$ cat config.mk
export PLATFORM = sky130hd
export DESIGN_NAME = regfile_wb_arbiter
export DESIGN_NICKNAME = d
export VERILOG_FILES = /design/src/rtl/regfile_wb_arbiter.sv
export SDC_FILE = /design/constraint.sdc
export NUM_CORES = 1
export LEC_CHECK = 0
export BUFFER_PORTS_ARGS = -buffer_cell sky130_fd_sc_hd__buf_2
export CORE_MARGIN = 3
export CORE_UTILIZATION = 30
export DETAILED_ROUTE_END_ITERATION = 16
export PLACE_DENSITY = 0.63
export SLEW_MARGIN = 10
export SYNTH_ARGS = -nofsm -noshare
export SYNTH_HDL_FRONTEND = slang
export SYNTH_SLANG_ARGS = --single-unit
$ cat constraint.sdc
create_clock -name clk -period 3.2 [get_ports clk]
set_clock_uncertainty 0.2 [all_clocks]
set_input_delay 0.32 -clock clk [delete_from_list [all_inputs] [get_ports clk]]
set_output_delay 0.32 -clock clk [all_outputs]
set_load 0.1 [all_outputs]
$ cat src/rtl/regfile_wb_arbiter.sv
// regfile_wb_arbiter
// Round-robin arbiter for the single register-file write port, shared by the
// ALU (requester A) and the load unit (requester B). A pending scoreboard
// tracks destinations that have been issued but not yet written back, and it
// drives the decode-stage read-hazard stall.
module regfile_wb_arbiter #(
    parameter int ADDR_W = 5,
    parameter int DATA_W = 32,
    parameter int NREG   = 32
) (
    input  logic              clk,
    input  logic              reset,
    input  logic              iss_valid,
    input  logic [ADDR_W-1:0] iss_rd,
    output logic              iss_ready,
    input  logic              a_valid,
    output logic              a_ready,
    input  logic [ADDR_W-1:0] a_addr,
    input  logic [DATA_W-1:0] a_data,
    input  logic              b_valid,
    output logic              b_ready,
    input  logic [ADDR_W-1:0] b_addr,
    input  logic [DATA_W-1:0] b_data,
    output logic              rg_wrt_en,
    output logic [ADDR_W-1:0] rg_wrt_addr,
    output logic [DATA_W-1:0] rg_wrt_data,
    input  logic [ADDR_W-1:0] chk_addr1,
    input  logic [ADDR_W-1:0] chk_addr2,
    output logic              stall,
    output logic [NREG-1:0]   pending,
    output logic              err_unexp
);

    // 0 = A was granted last, 1 = B was granted last; reset to B so A wins the first tie
    logic              last_grant;
    logic              grant_a;
    logic              grant_b;
    logic              accept;
    logic [ADDR_W-1:0] win_addr;
    logic [DATA_W-1:0] win_data;
    logic              iss_set;
    logic              hit1;
    logic              hit2;
    logic [NREG-1:0]   pending_next;

    // A tie goes to whichever requester was not served last; a lone requester always wins
    assign grant_a  = a_valid && (!b_valid || last_grant);
    assign grant_b  = b_valid && (!a_valid || !last_grant);
    assign a_ready  = grant_a;
    assign b_ready  = grant_b;
    assign accept   = grant_a || grant_b;
    assign win_addr = grant_a ? a_addr : b_addr;
    assign win_data = grant_a ? a_data : b_data;

    // Issue depends only on the scoreboard, never on the writeback requesters
    assign iss_ready = (iss_rd == '0) || !pending[iss_rd];
    assign iss_set   = iss_valid && iss_ready && (iss_rd != '0);

    // A register is hazardous while pending or while its write sits in the output register
    assign hit1  = (chk_addr1 != '0) &&
                   (pending[chk_addr1] || (rg_wrt_en && (rg_wrt_addr == chk_addr1)));
    assign hit2  = (chk_addr2 != '0) &&
                   (pending[chk_addr2] || (rg_wrt_en && (rg_wrt_addr == chk_addr2)));
    assign stall = hit1 || hit2;

    // Writeback clears its destination first so that a same-cycle issue to that register wins
    always_comb begin
        pending_next = pending;
        if (accept) begin
            pending_next[win_addr] = 1'b0;
        end
        if (iss_set) begin
            pending_next[iss_rd] = 1'b1;
        end
    end

    // Scoreboard, round-robin pointer and sticky error flag
    always_ff @(posedge clk or negedge reset) begin
        if (!reset) begin
            pending    <= '0;
            last_grant <= 1'b1;
            err_unexp  <= 1'b0;
        end else begin
            pending <= pending_next;
            if (accept) begin
                last_grant <= grant_b;
            end
            if (accept && (win_addr != '0) && !pending[win_addr]) begin
                err_unexp <= 1'b1;
            end
        end
    end

    // Registered write port; writes to x0 are absorbed and address/data hold when idle
    always_ff @(posedge clk or negedge reset) begin
        if (!reset) begin
            rg_wrt_en   <= 1'b0;
            rg_wrt_addr <= '0;
            rg_wrt_data <= '0;
        end else begin
            rg_wrt_en <= accept && (win_addr != '0);
            if (accept) begin
                rg_wrt_addr <= win_addr;
                rg_wrt_data <= win_data;
            end
        end
    end

endmodule

## Word-level counts from Yosys, hierarchy flattened

Cells that the tools add are included.

- Input port bits: 94
- Register bits: 72
- Logic and storage cells: 62
- Output and inout bits: 75

- Equality and inequality tests: 2
- Reduce and logical (&&, ||, !) cells: 29
- Bitwise operators: 3
- Order comparisons: 6
- Muxes and demuxes: 16

Operators by type and width:

| operator | number |
|---|---|
| $mux 32 | 3 |
| $and 32x32->32 | 1 |
| $not 32->32 | 1 |
| $or 32x32->32 | 1 |
| $lt 5x6->1 const B | 4 |
| $bmux 1 s5 | 4 |
| $reduce_bool 5->1 | 4 |
| $logic_and 1x1->1 | 12 |
| $demux 1 s5 | 2 |
| $eq 5x5->1 | 2 |
| $ge 5x1->1 const B | 2 |
| $logic_or 1x1->1 | 7 |
| $mux 1 | 6 |
| $logic_not 1->1 | 5 |
| $logic_not 5->1 | 1 |
| $mux 5 | 1 |

## Depth between registers and ports, before layout

Gate-level depths: netlist of the first run.

- Depth in word-level cells: 13
- Depth in mapped cells: 8

## Least setup slack after synthesis of the first run

OpenSTA, ideal clock, no wires.

- Path type: reg-to-output
- From: register pending[11]
- To: output iss_ready
- Arrival: 3,927 ps
- Path slack: -1,247 ps
- Path buffers: 0
- Stages on the path, launching flop included: 5
- Path through: dfrtp_1 -> mux4_2 -> a32oi_1 -> nand4_2 -> o21ai_0

- Word-level cells in the longest chain between the ends: 4

RTL lines:

| element | line | source |
|---|---|---|
| start, declared | 30 | `output logic [NREG-1:0] pending,` |
| start signal, assigned | 84 | `pending <= pending_next;` |
| $bmux 1 s5 | 56 | `assign iss_ready = (iss_rd == '0) \|\| !pending[iss_rd];` |
| $mux 1 (not written as such) | 56 |  |
| $logic_not 1->1 | 56 |  |
| $logic_or 1x1->1 | 56 |  |
| end, declared | 15 | `output logic iss_ready,` |

Every way passes these cells. The select of a mux whose other input is x is not followed.

## Worst setup path after layout of the first run

- From: register pending[11]
- To: output stall

- Word-level cells in the longest chain between the ends: 5
- Elaborated cells on any way between the ends: 9
- Those cells by class: mux (4); reduce/logical (5)

RTL lines:

| element | line | source |
|---|---|---|
| $bmux 1 s5 (on tied branches) | 61, 63 |  |
| $mux 1 (on tied branches) | 61, 63 |  |
| $logic_or 1x1->1 (on tied branches) | 61, 63 |  |
| $logic_and 1x1->1 (on tied branches) | 60, 62 |  |
| $logic_or 1x1->1 (*) | 64 | `assign stall = hit1 \|\| hit2;` |
| end, declared | 29 | `output logic stall,` |

Every way passes the cells marked *; elsewhere a longest branch is shown, timed or not. The select of a mux whose other input is x is not followed.

==> flow_summary.toml, run 1 <==
[run_status]
status = "finished, final reports clean"

[die]
die_h_um = 130
io-pin-count = 169
die_w_um = 130
core_mm2 = 0.0148
initial_utilization = 0.312
die-area_mm2 = 0.0169
rows = 44

[power_and_ir_drop]
swShare = 0.548
ir_drop_uv = 572
pwr-share-clk = 0.189
intPower_w = 0.00242
p_switching_w = 0.00293
p_comb_frac = 0.521
power.density_mw_per_mm2 = 861
seqPwrFrac = 0.291
power_w = 0.00535
power.leakage_nw = 2.73

[layout]
multiInputGateArea_mm2 = 0.00267
num-fill-cells = 1419
final_cell_mix = "167 x buf_2, 73 x o21ai_0, 54 x nand2_1, 39 x dfrtp_1, 38 x mux2i_1"
finalCoreUtilization = 0.421
drive_gt1_frac = 0.419
layout.area.seq_mm2 = 0.00184
final_net_count = 721
final_common_cell = "buf_2"
final_area_mm2 = 0.00621
area_growth_pct = 34.9

[critical_path]
path_class = "reg -> out"
slowest_stage = "mux4_2"
r2r-start = "last_grant"
cp_cell_sequence = "mux4_2 > mux4_2 > o21ai_0 > mux2i_1 > nand3b_1 > buf_2"
r2r_end = "err_unexp"
start_kind = "register"
cp_num_buf_inv = 1
critPathTopFamily = "multiplexers"
cp_max_fo = 7
required_ns = 2.68
ff2ff_setup_slack_ns = 0.56
worstPathArrival_ns = 2.47
r2r.worst_path.cells = 6
critPathCaptureType = "output pin"
max_stage_delay_ns = 0.50
cp_common_cell = "mux4_2"

[routing]
finalWirelength_mm = 17.3
viasPerCell = 5.63
firstDrtPassIters = 5
drtAntennaViolNets = 0
vias = 4608
routedWlPerCell_um = 21.1
drt_iter0_markers = 483
post-route-drc-count = 0

[timing]
finalHoldViolCount = 0
max_freq_ghz = 0.334
worstMarginPinSlew_ns = 0.932
setup_viol = 0
timing.final.ws_setup_ns = 0.209
finalMaxSlewViolations = 0
min_period_ns = 2.99
timing.setup.tns_ns = 0
max_slew_margin = 0.378
period_share = 0.935
rsz0062_at_grt = "false"

[synthesis]
yosysUniqueCellTypes = 54
ys_seq_elements = 72
syn-num-nets = 540
yosysSeqAreaShare = 0.392
syn-cell-area_mm2 = 0.00460
synthArstFlopShare = 1.00
yosys_warnings = 0
ys.flop_type = "dfrtp_1"
syn-instance-count = 446
syn_avg_cell_area_um2 = 10.3
synth-edff-count = 0

[clocking]
numCtsBuffers = 9
postCtsHoldBufs = 29
clk_latency_ns = 0.34
cts_htree_levels = 3
cts.path.max_buffers = 2
clk_pin_slew_ns = 0.06
cts_root_buffer = "clkbuf_16"
cts_resized = 0
cts_tree = "yes"
clock-sinks = 72
cts_setup_buffers = 0

[worst_hold_path]
hold_path.class = "in -> reg"
hold_end = "rg_wrt_data[10]"
whs_path_depth = 3
min_from = "a_data[10]"

[placed_design]
dpl_cell_area_mm2 = 0.00562
dp_slack_ns = 0.380
portBuffers = 168
gp_congestion = 0.947
place_hpwl_mm = 12.4

[grt]
antenna_found_initial = 3
gr-usage-all-layers = 0.207
grt_pass1_vias = 4754
grt_max_degree = 73
grt_pass1_wl_mm = 26.5
grt_overflow = 0

[job]
maxCapViolations = 0
## cell type report
class | count | area share
Antenna cell | 3 | 0.00121
Clock buffer | 11 | 0.0391
Clock inverter | 5 | 0.00906
Inverter | 3 | 0.00181
Multi-Input combinational cell | 342 | 0.430
Sequential cell | 72 | 0.297
Tap cell | 184 | 0.0371
Timing Repair Buffer | 199 | 0.185
## routing by layer
layer / share of wire / routed length, µm / track usage / vias to the layer above
li1: - / - / - / 2054
met1: 0.39 / 6650 / 0.269 / 2235
met2: 0.48 / 8230 / 0.319 / 267
met3: 0.11 / 1900 / 0.0610 / 52
met4: 0.028 / 476 / 0.0935 / 0
met5: 0 / 0 / 0 / -
## sequential cells by signal (all words and copies together) (netlist names)
name	cells
rg_wrt_data	32
rg_wrt_en	1
last_grant	1
pending	32
err_unexp	1
rg_wrt_addr	5
## cells by family after synthesis
kind of cell,share of synthesized area
buffers and inverters,0.0310
AND/OR/NAND/NOR,0.141
multiplexers,0.252
XOR/XNOR,0.0190
flip-flops,0.392
AO/OA/AOI/OAI,0.165
## worst reg2reg max path, stage by stage (launching register included)
cell      delay, ns
dfstp_2        0.57
nand2b_2       0.21
nand2_1        0.22
a21oi_1        0.64
nand2_1        0.31
a211oi_1       0.26
o41ai_1        0.11
## synth_stat cells, types with 2 or more instances
cell type  number  area share
nand3b_4        2      0.0087
or2_2           3      0.0041
nand2_1        54       0.044
nand2b_1        4      0.0054
nor4_1          3      0.0041
mux4_2         33        0.16
xor2_1          8       0.015
o21ai_1        31       0.034
a211oi_1        8       0.013
nand3b_1        3      0.0049
and3_1          4      0.0054
a21oi_1         6      0.0065
a31oi_1         3      0.0041
nand4b_1        2      0.0038
nand3_1         6      0.0065
a21boi_1        2      0.0033
nor2_1         19       0.015
mux2i_1        38       0.083
nor3b_1         5      0.0082
clkbuf_1       18       0.015
a32oi_1         3      0.0057
dfrtp_1        71        0.39
o22ai_1         2      0.0027
nor2b_1         3      0.0041
xnor2_1         2      0.0038
nor3_1          2      0.0022
inv_1           3      0.0024
o21ai_0        74       0.080
buf_2           9      0.0098
## how the worst max path moves through the flow
stage	startpoint	to	slack (ns)	depth (start not counted)
finish	pending[11]	stall	0.21	6
global route	pending[15]	stall	0.13	6
CTS	pending[11]	stall	0.21	6
detailed placement	chk_addr1[0]	stall	0.38	7
global placement	chk_addr1[0]	stall	0.39	7
floorplan	pending[15]	stall	0.08	5
## metrics by stage
step	hold slack, ns	std cells
final	0.00154	819
after floorplan	-0.176	446
after CTS	0.0000653	816
after global placement	0.302	771
after global routing	0.0106	819
after detailed placement	0.298	771
## power by group through the flow
stage / clock, W / combinational [W] / sequential [W]
after floorplan: 0 / 0.000791 / 0.00284
after global placement: 0 / 0.00274 / 0.00153
after detailed placement: 0 / 0.00275 / 0.00155
after CTS: 0.00104 / 0.00279 / 0.00153
after global routing: 0.00108 / 0.00291 / 0.00157
final: 0.00101 / 0.00279 / 0.00156
Power figures use the tool's default switching activity.
==> inputs of run 2 (changes only) <==
HOLD_SLACK_MARGIN = 0.02   (was not set)
==> flow_summary.toml, run 2 (synthesized netlist as in run 1, its figures left out) <==
[run_status]
status = "finished, final reports clean"

[routing]
finalWirelength_mm = 17.4
vias = 4673
drtAntennaViolNets = 0
post-route-drc-count = 0
drt_iter0_markers = 545
firstDrtPassIters = 5
viasPerCell = 5.68
routedWlPerCell_um = 21.1

[timing]
worstMarginPinSlew_ns = 0.955
period_share = 0.937
timing.final.ws_setup_ns = 0.202
min_period_ns = 3.00
whs_ns = 0.0547
rsz0062_at_grt = "false"
finalMaxSlewViolations = 0
timing.setup.tns_ns = 0
max_freq_ghz = 0.334
max_slew_margin = 0.363
setup_viol = 0
finalHoldViolCount = 0

[die]
core_mm2 = 0.0148
die_h_um = 130
rows = 44
initial_utilization = 0.312
die-area_mm2 = 0.0169
io-pin-count = 169
die_w_um = 130

[layout]
final_net_count = 725
layout.area.seq_mm2 = 0.00184
drive_gt1_frac = 0.417
final_common_cell = "buf_2"
area_growth_pct = 35.8
reg_top3 = "pending x32, rg_wrt_data x32, rg_wrt_addr x5"
stdcell_count = 823
final_area_mm2 = 0.00625
num-fill-cells = 1412
multiInputGateArea_mm2 = 0.00267
final_cell_mix = "167 x buf_2, 73 x o21ai_0, 54 x nand2_1, 39 x dfrtp_1, 38 x mux2i_1"

[critical_path]
cp.depth = 6
r2r.worst_path.cells = 6
max_stage_delay_ns = 0.50
r2r_end = "err_unexp"
critPathTopFamily = "multiplexers"
slowest_stage = "mux4_2"
critPathCaptureType = "output pin"
r2r-start = "last_grant"
crit_end = "stall"
cp_max_fo = 7
worstPathArrival_ns = 2.48
startpoint = "pending[11]"
cp_num_buf_inv = 1
required_ns = 2.68
cp_cell_sequence = "mux4_2 > mux4_2 > o21ai_0 > mux2i_1 > nand3b_1 > buf_2"
ff2ff_setup_slack_ns = 0.55
start_kind = "register"
path_class = "reg -> out"
cp_common_cell = "mux4_2"

[job]
maxCapViolations = 0

[placed_design]
dp_cells = 771
dpl_cell_area_mm2 = 0.00562
portBuffers = 168
place_hpwl_mm = 12.4
gp_congestion = 0.947
dp_slack_ns = 0.380

[clocking]
clk_latency_ns = 0.34
cts_root_buffer = "clkbuf_16"
cts_htree_levels = 3
cts.path.max_buffers = 2
clock-sinks = 72
numCtsBuffers = 9
clk_pin_slew_ns = 0.06
cts_resized = 0
cts_tree = "yes"
cts_setup_buffers = 0

[power_and_ir_drop]
power.leakage_nw = 2.75
ir_drop_uv = 574
power.density_mw_per_mm2 = 859

[grt]
grt_pass1_wl_mm = 26.6
antenna_found_initial = 3
grt_pass1_vias = 4789
gr-usage-all-layers = 0.208
grt_max_degree = 73
grt_overflow = 0

[worst_hold_path]
hold_path.class = "in -> reg"
run 2: cell count changes in the layout (fill, tap and decap cells not counted):
cell / previous run / this run
dlygate4sd3_1: 29 / 33
run 2: per-layer routing:
| metal | up-vias | global-route usage | part of all wire |
|---|---|---|---|
| met5 | - | 0 | 0 |
| met4 | 0 | 0.0935 | 0.032 |
| met1 | 2281 | 0.269 | 0.40 |
| met3 | 57 | 0.0614 | 0.11 |
| met2 | 273 | 0.322 | 0.47 |
| li1 | 2062 | - | - |
run 2: what timing repair did:
item / CTS / global route
hold buffers: 33 / 0
hold endpoints to repair: 103 / 0
setup endpoints to repair: 0 / 0
run 2: tightest hold or removal path, cell delays in order:
cell     delay [ns]
buf_2          0.13
nor2_1         0.10
a21oi_1        0.04
run 2: worst min path at each step:
stage / start / endpoint / depth (start not counted)
global route: b_data[31] / rg_wrt_data[31] / 3
global placement: err_unexp / err_unexp / 2
floorplan: reset / err_unexp / 0
detailed placement: err_unexp / err_unexp / 2
CTS: b_valid / last_grant / 3
finish: b_valid / last_grant / 3
run 2: cell type report:
cell class,count,share of cell area
diodes,3,0.00120
well taps,184,0.0368
flip-flops and latches,72,0.295
repair buffers,203,0.190
clock inverters,5,0.00900
inverters,3,0.00180
multi-input cells,342,0.428
clock buffers,11,0.0388
run 2: power breakdown:
group / leakage, nW / internal, W / switching [W]
registers: 0.839 / 0.00114 / 0.000418
logic: 1.77 / 0.000653 / 0.00214
clock network: 0.146 / 0.000623 / 0.000388
total: 2.75 / 0.00242 / 0.00295
run 2: stage by stage:
step            util  power (W)
2_1_floorplan      -    0.00363
3_3_place_gp   0.381    0.00427
3_5_place_dp   0.381    0.00430
4_1_cts        0.423    0.00536
5_1_grt        0.424    0.00555
6_report       0.424    0.00537
==> inputs of run 3 (changes only) <==
CORE_UTILIZATION = 41   (was 30)
PLACE_DENSITY = 0.78   (was 0.63)
==> flow_summary.toml, run 3 (synthesized netlist as in run 1, its figures left out) <==
[layout]
drive_gt1_frac = 0.417
final_area_mm2 = 0.00611
stdcell_count = 779
reg_top3 = "pending x32, rg_wrt_data x32, rg_wrt_addr x5"
final_net_count = 727
final_common_cell = "buf_2"
final_cell_mix = "168 x buf_2, 73 x o21ai_0, 54 x nand2_1, 39 x dfrtp_1, 38 x mux2i_1"
num-fill-cells = 946
area_growth_pct = 32.7

[clocking]
cts_root_buffer = "clkbuf_8"
clock-sinks = 72
numCtsBuffers = 9
cts.path.max_buffers = 2
clk_latency_ns = 0.36
cts_setup_buffers = 0
cts_htree_levels = 3
cts_resized = 0
cts_tree = "yes"
clk_pin_slew_ns = 0.08

[routing]
viasPerCell = 6.04
firstDrtPassIters = 6
post-route-drc-count = 0
vias = 4706
drtAntennaViolNets = 0
routedWlPerCell_um = 21.2
drt_iter0_markers = 442
finalWirelength_mm = 16.5

[worst_hold_path]
min_from = "b_valid"
hold_path.class = "in -> reg"

[grt]
grt_pass1_wl_mm = 25.6
use_met2 = 0.425
grt_busiest_layer = "met2"
grt_overflow = 0
grt_pass1_vias = 4707
grt_max_degree = 61
gr-usage-all-layers = 0.262
antenna_found_initial = 3
met1_usage = 0.334
met3_usage = 0.0886

[timing]
rsz0062_at_grt = "false"
setup_viol = 0
min_period_ns = 3.08
finalMaxSlewViolations = 0
finalHoldViolCount = 0
period_share = 0.963
timing.setup.tns_ns = 0
max_freq_ghz = 0.324
whs_ns = 0.0377
worstMarginPinSlew_ns = 0.934
max_slew_margin = 0.377

[placed_design]
dpl_cell_area_mm2 = 0.00559
portBuffers = 168
gp_congestion = 0.955
place_hpwl_mm = 11.6
dp_cells = 729

[critical_path]
cp_common_cell = "mux4_2"
cp_max_fo = 7
path_class = "reg -> out"
startpoint = "pending[14]"
worstPathArrival_ns = 2.56
slowest_stage = "dfrtp_2"
start_kind = "register"
max_stage_delay_ns = 0.50
required_ns = 2.68
cp_cell_sequence = "mux4_2 > mux4_2 > o21ai_0 > mux2i_1 > nand3b_1 > buf_2"
critPathCaptureType = "output pin"
r2r-start = "last_grant"

[run_status]
status = "finished, final reports clean"

[power_and_ir_drop]
ir_drop_uv = 754
power.density_mw_per_mm2 = 830
power.leakage_nw = 2.72
power_w = 0.00507

[die]
die-area_mm2 = 0.0125
initial_utilization = 0.423
die_w_um = 112
io-pin-count = 169
die_h_um = 112
rows = 38
core_mm2 = 0.0109

[job]
maxCapViolations = 0
[run 3: cell types whose count changed in the layout (fill, tap and decap cells not counted)]
cell	delta
buf_12	+1
buf_2	+1
clkbuf_1	+1
clkbuf_16	-9
clkbuf_8	+8
clkinv_4	+1
clkinvlp_4	-1
diode_2	-2
[run 3: where the power goes]
group | internal [W] | switching (W) | total (W)
Clock | 0.000361 | 0.000364 | 0.000725
Sequential | 0.00114 | 0.000403 | 0.00154
Combinational | 0.000657 | 0.00214 | 0.00280
Total | 0.00216 | 0.00291 | 0.00507
[run 3: metal layers]
layer | wire, µm | vias to the layer above | share of wire
li1 | - | 2056 | -
met1 | 6160 | 2285 | 0.37
met2 | 8050 | 299 | 0.49
met3 | 1780 | 62 | 0.11
met4 | 534 | 4 | 0.032
met5 | 27 | - | 0.0016
[run 3: worst paths after layout]
kind,endpoint,slack (ns),cells past startpoint
min reg2reg,err_unexp,0.30,2
max,stall,0.12,6
min,last_grant,0.04,3
max in group asynchronous,rg_wrt_data[7],1.65,3
min in group asynchronous,pending[29],0.44,2
max reg2reg,err_unexp,0.71,6
[run 3: final cells by class]
type                    instances  area [µm²]  share of cell area
diodes                          1        2.50            0.000410
clock buffers                  11         131              0.0215
well taps                     140         175              0.0287
clock inverters                 5        57.6             0.00942
multi-input cells             342        2670               0.438
inverters                       3        11.3             0.00184
flip-flops and latches         72        1840               0.302
repair buffers                205        1210               0.199
[run 3: critical path, delay by kind of cell (launching register included)]
kind | cells | cell delay (ns)
flops | 1 | 0.50
compound gates | 1 | 0.16
mux | 3 | 1.06
simple gates | 1 | 0.17
buf+inv | 1 | 0.31
[run 3: what timing repair did]
action / 4_1_cts / 5_1_grt
hold buffers: 33 / 0
endpoints found under the setup margin: 0 / 0
hold endpoints to repair: 67 / 0
[run 3: through the flow]
step | setup WS [ns] | util
3_3_place_gp | 0.401 | 0.513
2_1_floorplan | 0.0787 | -
6_report | 0.117 | 0.561
4_1_cts | 0.134 | 0.561
3_5_place_dp | 0.316 | 0.513
5_1_grt | 0.0454 | 0.561
